## config.mk

```make
export PLATFORM = sky130hd
export DESIGN_NAME = fetch_redirect_ctrl
export DESIGN_NICKNAME = d
export VERILOG_FILES = /design/src/rtl/fetch_redirect_ctrl_pkg.sv /design/src/rtl/fetch_redirect_ctrl_age_cmp.sv /design/src/rtl/fetch_redirect_ctrl.sv
export SDC_FILE = /design/constraint.sdc
export NUM_CORES = 1
export LEC_CHECK = 0
export ABC_AREA = 1
export CORE_ASPECT_RATIO = 0.6
export CORE_MARGIN = 8
export CORE_UTILIZATION = 55
export DETAILED_ROUTE_END_ITERATION = 7
export PLACE_DENSITY = 0.88
export SKIP_LAST_GASP = 1
export SLEW_MARGIN = 20
export SYNTH_ARGS = -nofsm -noshare
export SYNTH_HDL_FRONTEND = slang
export SYNTH_SLANG_ARGS = --single-unit
export TNS_END_PERCENT = 100
```

## constraint.sdc

```tcl
create_clock -name clk -period 13.8 [get_ports clk]
set_input_delay 1.38 -clock clk [delete_from_list [all_inputs] [get_ports clk]]
set_output_delay 1.38 -clock clk [all_outputs]
set_load 0.005 [all_outputs]
```

## src/rtl/fetch_redirect_ctrl_pkg.sv

```systemverilog
// Shared types and constants for the front-end redirect scheduler.
package fetch_redirect_ctrl_pkg;
  localparam int ROB_DEPTH_DEF = 32;

  typedef logic [31:0]                        pc_t;
  typedef logic [$clog2(ROB_DEPTH_DEF)-1:0]   rob_idx_t;
  typedef logic [1:0]                         redirect_state_t;

  localparam redirect_state_t RD_IDLE    = 2'd0;
  localparam redirect_state_t RD_FLUSH   = 2'd1;
  localparam redirect_state_t RD_RECOVER = 2'd2;
endpackage

```

## src/rtl/fetch_redirect_ctrl_age_cmp.sv

```systemverilog
// ROB age comparator: a_older when idx_a is strictly older than idx_b relative to head.
module rob_age_compare #(
  parameter int IDX_W = 5
) (
  input  logic [IDX_W-1:0] head,
  input  logic [IDX_W-1:0] idx_a,
  input  logic [IDX_W-1:0] idx_b,
  output logic             a_older
);
  logic [IDX_W-1:0] age_a, age_b;

  always_comb begin
    age_a   = idx_a - head;
    age_b   = idx_b - head;
    a_older = age_a < age_b;
  end
endmodule

```

## src/rtl/fetch_redirect_ctrl.sv

```systemverilog
// Arbitrates back-end redirects by ROB age, issues one registered redirect, and sequences flush/recovery.
module fetch_redirect_ctrl
  import fetch_redirect_ctrl_pkg::*;
#(
  parameter int ROB_DEPTH    = ROB_DEPTH_DEF,
  parameter int FLUSH_CYCLES = 2,
  localparam int IDX_W       = $clog2(ROB_DEPTH)
) (
  input  logic             clk,
  input  logic             rst,
  input  logic [IDX_W-1:0] rob_head_idx,
  input  logic             br_miss,
  input  logic [31:0]      br_target,
  input  logic [IDX_W-1:0] br_rob_idx,
  input  logic             ss_viol,
  input  logic [31:0]      ss_pc,
  input  logic [IDX_W-1:0] ss_rob_idx,
  input  logic             recovery_done,
  output logic             redirect_valid,
  output logic [31:0]      redirect_pc,
  output logic             redirect_is_ss,
  output logic             branch_miss_first,
  output logic             flush_frontend,
  output logic             fetch_hold,
  output logic             busy
);
  typedef struct packed {
    pc_t              pc;
    logic [IDX_W-1:0] idx;
    logic             is_ss;
    logic             bmf;
  } req_t;

  redirect_state_t  state_q, state_d;
  logic [2:0]       cnt_q, cnt_d;
  logic [IDX_W-1:0] active_idx_q, active_idx_d;
  logic             pend_vld_q, pend_vld_d;
  req_t             pend_q, pend_d;
  logic             redirect_valid_q, redirect_valid_d;
  pc_t              redirect_pc_q, redirect_pc_d;
  logic             redirect_is_ss_q, redirect_is_ss_d;
  logic             branch_miss_first_q, branch_miss_first_d;

  logic             br_older, cand_older, cand_vld, use_br;
  logic [IDX_W-1:0] ref_idx;
  req_t             cand, sel;

  rob_age_compare #(.IDX_W(IDX_W)) u_src_cmp (
    .head(rob_head_idx), .idx_a(br_rob_idx), .idx_b(ss_rob_idx), .a_older(br_older)
  );

  // Pending (if any) is always older than active, so it is the bar a new request must beat.
  rob_age_compare #(.IDX_W(IDX_W)) u_pend_cmp (
    .head(rob_head_idx), .idx_a(cand.idx), .idx_b(ref_idx), .a_older(cand_older)
  );

  always_comb begin
    cand_vld   = br_miss | ss_viol;
    use_br     = br_miss && (!ss_viol || br_older);
    cand.pc    = use_br ? br_target : ss_pc;
    cand.idx   = use_br ? br_rob_idx : ss_rob_idx;
    cand.is_ss = !use_br;
    cand.bmf   = br_miss && ss_viol && br_older;
    ref_idx    = pend_vld_q ? pend_q.idx : active_idx_q;
  end

  always_comb begin
    state_d             = state_q;
    cnt_d               = cnt_q;
    active_idx_d        = active_idx_q;
    pend_vld_d          = pend_vld_q;
    pend_d              = pend_q;
    redirect_valid_d    = 1'b0;
    redirect_pc_d       = redirect_pc_q;
    redirect_is_ss_d    = redirect_is_ss_q;
    branch_miss_first_d = 1'b0;
    sel                 = pend_q;

    if (state_q != RD_IDLE && cand_vld && cand_older) begin
      pend_vld_d = 1'b1;
      pend_d     = cand;
    end

    case (state_q)
      RD_IDLE: begin
        if (cand_vld || pend_vld_q) begin
          sel                 = (cand_vld && (!pend_vld_q || cand_older)) ? cand : pend_q;
          redirect_valid_d    = 1'b1;
          redirect_pc_d       = sel.pc;
          redirect_is_ss_d    = sel.is_ss;
          branch_miss_first_d = sel.bmf;
          active_idx_d        = sel.idx;
          cnt_d               = 3'(FLUSH_CYCLES - 1);
          pend_vld_d          = 1'b0;
          state_d             = RD_FLUSH;
        end
      end
      RD_FLUSH: begin
        if (cnt_q == 3'd0) state_d = RD_RECOVER;
        else               cnt_d   = cnt_q - 3'd1;
      end
      RD_RECOVER: begin
        if (recovery_done) state_d = RD_IDLE;
      end
      default: state_d = RD_IDLE;
    endcase
  end

  always_ff @(posedge clk) begin
    if (rst) begin
      state_q             <= RD_IDLE;
      cnt_q               <= '0;
      active_idx_q        <= '0;
      pend_vld_q          <= 1'b0;
      pend_q              <= '0;
      redirect_valid_q    <= 1'b0;
      redirect_pc_q       <= '0;
      redirect_is_ss_q    <= 1'b0;
      branch_miss_first_q <= 1'b0;
    end else begin
      state_q             <= state_d;
      cnt_q               <= cnt_d;
      active_idx_q        <= active_idx_d;
      pend_vld_q          <= pend_vld_d;
      pend_q              <= pend_d;
      redirect_valid_q    <= redirect_valid_d;
      redirect_pc_q       <= redirect_pc_d;
      redirect_is_ss_q    <= redirect_is_ss_d;
      branch_miss_first_q <= branch_miss_first_d;
    end
  end

  assign redirect_valid    = redirect_valid_q;
  assign redirect_pc       = redirect_pc_q;
  assign redirect_is_ss    = redirect_is_ss_q;
  assign branch_miss_first = branch_miss_first_q;
  assign flush_frontend    = (state_q == RD_FLUSH);
  assign fetch_hold        = (state_q != RD_IDLE);
  assign busy              = (state_q != RD_IDLE);
endmodule

```

# Yosys cells after proc, flatten, opt, wreduce, memory -nomap -nowiden
# Index checks and enable logic that the tools add are counted.
[classes] order_cmp=2 n_addsub=5 n_bitwise=3 n_mux=15 n_reduce_logical=21 eq_ne=6
[op_table] cell="39-bit 2-to-1 mux" count=1
[op_table] cell="32-bit 2-to-1 mux" count=1
[op_table] cell="5-bit subtractor" count=4
[op_table] cell="5-bit less-than comparator" count=2
[op_table] cell="5-bit 2-to-1 mux" count=2
[op_table] cell="1-bit logical AND" count=6
[op_table] cell="2-bit 2-to-1 mux" count=3
[op_table] cell="3-bit 2-to-1 mux" count=2
[op_table] cell="2-bit inequality test (second input constant)" count=3
[op_table] cell="2-bit case mux with 3 select lines" count=1
[op_table] cell="3-bit case mux with 2 select lines" count=1
[op_table] cell="3-bit AND reduction" count=2
[op_table] cell="1-bit 2-to-1 mux" count=4
[op_table] cell="2-bit nonzero test" count=2
[op_table] cell="1-bit logical NOT" count=3
[op_table] cell="3-bit logical NOT" count=1
[op_table] cell="1-bit logical OR" count=3
[op_table] cell="3-bit OR reduction" count=1
[op_table] cell="3-bit by 1-bit subtractor with 3-bit output (second input constant)" count=1
[op_table] cell="2-bit by 1-bit equality test with 1-bit output (second input constant)" count=1
[op_table] cell="2-bit equality test (second input constant)" count=1
[op_table] cell="2-bit logical NOT" count=1
[op_table] cell="2-bit by 1-bit inequality test with 1-bit output (second input constant)" count=1
[op_table] cell="1-bit NOT" count=2
[op_table] cell="other kinds (3)" count=3
[word_totals] elab_cells=64 input_bits=84 output_inout_bits=38 register_bits=85

# Logic depth before layout (Yosys ltp)
[depth] word_depth=11 ltp_mapped=39 mapped_depth_nobuf=37

# Modules after synthesis
# From an unflattened synthesis, not the netlist that was laid out.
[unflattened] cells_unflattened=811 hier_area_um2=5044.8
[modules_own_cells] module="fetch_redirect_ctrl" instances=1 area_per_inst_um2=4117.7 cells_per_inst=652 seq_area_each_um2=1701.6
[modules_own_cells] module="rob_age_compare at u_pend_cmp" instances=1 area_per_inst_um2=466.7 cells_per_inst=80 seq_area_each_um2=0.0
[modules_own_cells] module="rob_age_compare at u_src_cmp" instances=1 area_per_inst_um2=460.4 cells_per_inst=79 seq_area_each_um2=0.0

# Least setup slack after synthesis
# OpenSTA, ideal clock, no wires.
[synth_path] path_kind="in2reg" start="input port rob_head_idx[1]" end="register redirect_pc_q[23], in the netlist redirect_pc[23]" arrival_time_ns=5.679 setup_ns=0.112 n_path_buf=3 required_ns=13.688 path_stages=35 setup_slack_ns=8.009 path_cell_list="inv_1 fa_1 nand3_1 nand2_1 xor2_1 ha_1 nand2_1 inv_1 nand2_1 nand3_1 nand2_1 buf_4 nand3_1 and2_1 ha_1 fa_1 inv_1 nand2_1 nand2_1 a21oi_1 nand2_1 nand2_1 nand3b_1 nand2_1 inv_1 ha_1 a21oi_1 nand2_1 nand3b_4 nand2_1 buf_4 buf_6 nand3_1 nand2_1 nand2_1"
[synth_between] elab_chain_len=10 word_cells_on_any_way=13 classes_between="4 x add/sub; 2 x order compare; 3 x mux; 4 x reduce/logical"
[synth_rtl] item="start, declared" line_no="fetch_redirect_ctrl.sv:11" text="input logic [IDX_W-1:0] rob_head_idx,"
[synth_rtl] item="5-bit subtractor (on tied branches)" line_no="fetch_redirect_ctrl_age_cmp.sv:13, fetch_redirect_ctrl_age_cmp.sv:14"
[synth_rtl] item="5-bit less-than comparator" line_no="fetch_redirect_ctrl_age_cmp.sv:15" text="a_older = age_a < age_b;"
[synth_rtl] item="1-bit logical OR" line_no="fetch_redirect_ctrl.sv:59" text="use_br = br_miss && (!ss_viol || br_older);"
[synth_rtl] item="1-bit logical AND" line_no="fetch_redirect_ctrl.sv:59"
[synth_rtl] item="5-bit 2-to-1 mux" line_no="fetch_redirect_ctrl.sv:61" text="cand.idx = use_br ? br_rob_idx : ss_rob_idx;"
[synth_rtl] item="5-bit subtractor" line_no="fetch_redirect_ctrl_age_cmp.sv:13" text="age_a = idx_a - head;"
[synth_rtl] item="5-bit less-than comparator" line_no="fetch_redirect_ctrl_age_cmp.sv:15"
[synth_rtl] item="1-bit logical OR" line_no="fetch_redirect_ctrl.sv:87" text="sel = (cand_vld && (!pend_vld_q || cand_older)) ? cand : pend_q;"
[synth_rtl] item="1-bit logical AND" line_no="fetch_redirect_ctrl.sv:87"
[synth_rtl] item="39-bit 2-to-1 mux (*)" line_no="fetch_redirect_ctrl.sv:87"
[synth_rtl] item="end signal, assigned" line_no="fetch_redirect_ctrl.sv:127" text="redirect_pc_q <= redirect_pc_d;"
[synth_rtl] item="end, declared" line_no="fetch_redirect_ctrl.sv:40" text="pc_t redirect_pc_q, redirect_pc_d;"
# Every way passes the cells marked *; elsewhere a longest branch is shown, timed or not.
# A chain may end at the register's enable or synchronous reset.

# Final worst setup path
[layout_path] start="input port rob_head_idx[0]" end="register redirect_is_ss_q, in the netlist redirect_is_ss"
[layout_between] elab_chain_len=10 word_cells_on_any_way=13 classes_between="4 x add/sub; 2 x order compare; 2 x mux; 5 x reduce/logical"
[layout_rtl] item="5-bit subtractor (on tied branches)" line_no="fetch_redirect_ctrl_age_cmp.sv:13, fetch_redirect_ctrl_age_cmp.sv:14"
[layout_rtl] item="5-bit less-than comparator" line_no="fetch_redirect_ctrl_age_cmp.sv:15"
[layout_rtl] item="1-bit logical OR" line_no="fetch_redirect_ctrl.sv:59"
[layout_rtl] item="1-bit logical AND" line_no="fetch_redirect_ctrl.sv:59"
[layout_rtl] item="5-bit 2-to-1 mux" line_no="fetch_redirect_ctrl.sv:61"
[layout_rtl] item="5-bit subtractor" line_no="fetch_redirect_ctrl_age_cmp.sv:13"
[layout_rtl] item="5-bit less-than comparator" line_no="fetch_redirect_ctrl_age_cmp.sv:15"
[layout_rtl] item="1-bit logical OR" line_no="fetch_redirect_ctrl.sv:87"
[layout_rtl] item="1-bit logical AND" line_no="fetch_redirect_ctrl.sv:87"
[layout_rtl] item="39-bit 2-to-1 mux (*)" line_no="fetch_redirect_ctrl.sv:87"
[layout_rtl] item="end signal, assigned" line_no="fetch_redirect_ctrl.sv:128" text="redirect_is_ss_q <= redirect_is_ss_d;"
[layout_rtl] item="end, declared" line_no="fetch_redirect_ctrl.sv:41" text="logic redirect_is_ss_q, redirect_is_ss_d;"
# Marked as above.

==> results.json <==
{
  "ant_nets": 0,
  "hold_end": "redirect_pc[22]",
  "r2r_cells": 15,
  "met1_usage": 0.310,
  "path_buf_inv": 7,
  "syn-cell-area_um2": 5350,
  "maxSlewHeadroom": 0.319,
  "synthCells": 839,
  "globalRoute.busiestLayer": "met2",
  "use_met2": 0.360,
  "utilization": 0.705,
  "critPathMaxFanout": 41,
  "drtIter0Drc": 523,
  "cp_top_family": "simple AND/OR/NAND/NOR gates",
  "cts_resized": 0,
  "hp-start": "redirect_pc[22]",
  "async_flop_share": 0,
  "dp_hpwl_um": 10300,
  "r2r-start": "pend_vld_q",
  "post_drt_wl_per_cell_um": 14.5,
  "h-tree-depth": 3,
  "grt_remaining_overflow": 0,
  "io-pin-count": 122,
  "ys_warn_count": 0,
  "cts_setup_buffers": 0,
  "grt_max_degree": 47,
  "p_leak_nw": 3.48,
  "portBuffers": 121,
  "clk_pin_slew_ps": 60,
  "worst_path_max_delay_cell": "nand2_1",
  "status": "completed",
  "p_per_area_nw_per_um2": 209,
  "start_util": 0.553,
  "worst_setup_path_start_kind": "input pin",
  "finalSetupViolCount": 0,
  "fmax_mhz": 112,
  "path_class": "in -> reg",
  "drive_gt1_frac": 0.0354,
  "fin_crit_sh": 0.644,
  "die_h_um": 92.4,
  "tns_ps": 0,
  "first_pass_iters": 6,
  "seq_area_frac_synth": 0.318,
  "yosys.area.top_type": "dfxtp_1",
  "drt-total-wl_um": 15500,
  "critPathArrivalTime_ps": 9130,
  "n_fill_cell": 849,
  "final_cell_mix": "nand2_1 (268), nand3_1 (161), inv_1 (131), clkdlybuf4s50_1 (119), dfxtp_1 (85)",
  "avgSynthCellArea_um2": 6.37,
  "use_met3": 0.0652,
  "clk_latency_ps": 340,
  "vdd.ir_drop.worst_v": 0.000146,
  "synth_ff_type": "dfxtp_1",
  "vias": 5543,
  "cpPeakStageDelay_ps": 760,
  "max_cap_viol_count": 0,
  "grt_usage": 0.232,
  "cts_tree": "built",
  "hold_class": "reg -> reg",
  "rsz0062_at_grt": "false",
  "syn_nets": 953,
  "skew_ps": 8.38,
  "die-area_um2": 13200,
  "diodes": 0,
  "via_per_inst": 5.20,
  "slew_violations": 0,
  "drc": 0,
  "area_growth_pct": 27.4,
  "synth_edf_count": 0,
  "die_w_um": 143,
  "nets": 1040,
  "layout_commonest_cell": "nand2_1",
  "synth_top_area_frac": 0.318,
  "antenna_found_initial": 0,
  "min_delay_path_depth": 2,
  "crit_top_cell": "nand2_1",
  "ys_top_cells_by_area": "dfxtp_1 (32%), nand2_1 (19%), nand3_1 (15%)",
  "core-area_um2": 9670,
  "gp_congestion": 0.890,
  "clock_path_buffers": 2,
  "cts_made_buffers": 9,
  "grt_pass1_vias": 5327,
  "r2r_end": "redirect_is_ss",
  "grt_pass1_wl_um": 25200,
  "cts_hold_buf": 0,
  "rows": 28,
  "root_buffer": "clkbuf_16",
  "post-route-min-period_ps": 8890,
  "r2r_setup_slack_ps": 9350,
  "synth.distinct_cells": 33,
  "worst_slew_pin_slew_ps": 1020,
  "worstSetupEndpointType": "flip-flop",
  "yosys_register_bits": 85,
  "cts_sinks": 85,
  "crit_cells": 38,
  "required_ps": 14030,
  "hold_viol": 0
}
==> tightest hold or removal path, cell delays in order, from the launching register on <==
cell and delay [ps]:
dfxtp_1 310, nand2_1 60, nand2_1 40
==> layout make-up <==
class                   count  area (µm²)  share of cell area
multi-input cells         558        2840               0.417
clock buffers              10         229              0.0336
inverters                 147         552              0.0810
flip-flops and latches     85        1700               0.250
repair buffers            125        1230               0.181
well taps                 135         169              0.0248
clock inverters             6        87.6              0.0129
==> flip-flops by register name (all words and copies together), names as in the netlist <==
register           flops
branch_miss_first      1
state_q                2
active_idx_q           5
pend_vld_q             1
redirect_is_ss         1
redirect_pc           32
cnt_q                  3
pend_q                39
redirect_valid         1
==> layer usage <==
layer	share of wire	vias up
met2	0.43	261
met4	0.0083	0
met3	0.096	17
met1	0.46	2485
met5	0	-
li1	-	2780
==> power breakdown <==
part | internal, W | switching (W)
combinational | 0.000300 | 0.000481
sequential | 0.000347 | 0.0000376
clock | 0.000159 | 0.000101
total | 0.000806 | 0.000620
==> how the worst max path moves through the flow <==
stage,startpoint,end,slack [ps]
floorplan,rob_head_idx[1],redirect_pc[23],8010
global placement,rob_head_idx[1],pend_q[38],4930
detailed placement,rob_head_idx[0],pend_q[33],4720
CTS,rob_head_idx[0],pend_q[10],5020
global route,rob_head_idx[0],redirect_is_ss,4450
finish,rob_head_idx[0],redirect_is_ss,4910
==> kinds of logic (layout without fill, tap and decap cells) <==
| logic type | Yosys count | in the layout | synth area share |
|---|---|---|---|
| AND/OR/NAND/NOR | 448 | 448 | 0.363 |
| adder cells (fa/ha/maj) | 30 | 30 | 0.0758 |
| AO/OA/AOI/OAI | 66 | 66 | 0.0662 |
| flip-flops | 85 | 85 | 0.318 |
| XOR/XNOR | 14 | 14 | 0.0229 |
| buffers and inverters | 196 | 288 | 0.154 |
==> Yosys cell counts, drive strengths merged (4+ instances only) <==
master	n
fa	4
nand3	161
a21oi	51
buf	36
xnor2	9
clkbuf	13
o21ai	8
ha	26
inv	136
nor2	10
nand2	268
xor2	5
clkinv	11
dfxtp	85
nand3b	5
==> metrics by stage <==
stage | std cells | hold slack (ps) | setup WS, ps | total power [W] | instance area (µm²)
global route | 1066 | 468 | 4450 | 0.00154 | 6810
finish | 1066 | 451 | 4910 | 0.00143 | 6810
CTS | 1066 | 452 | 5020 | 0.00141 | 6800
global placement | 1050 | 436 | 4930 | 0.00112 | 6490
detailed placement | 1050 | 437 | 4720 | 0.00114 | 6490
floorplan | 839 | 421 | 8010 | 0.000940 | 5350
Note: power is estimated with default switching activity, not from simulation.
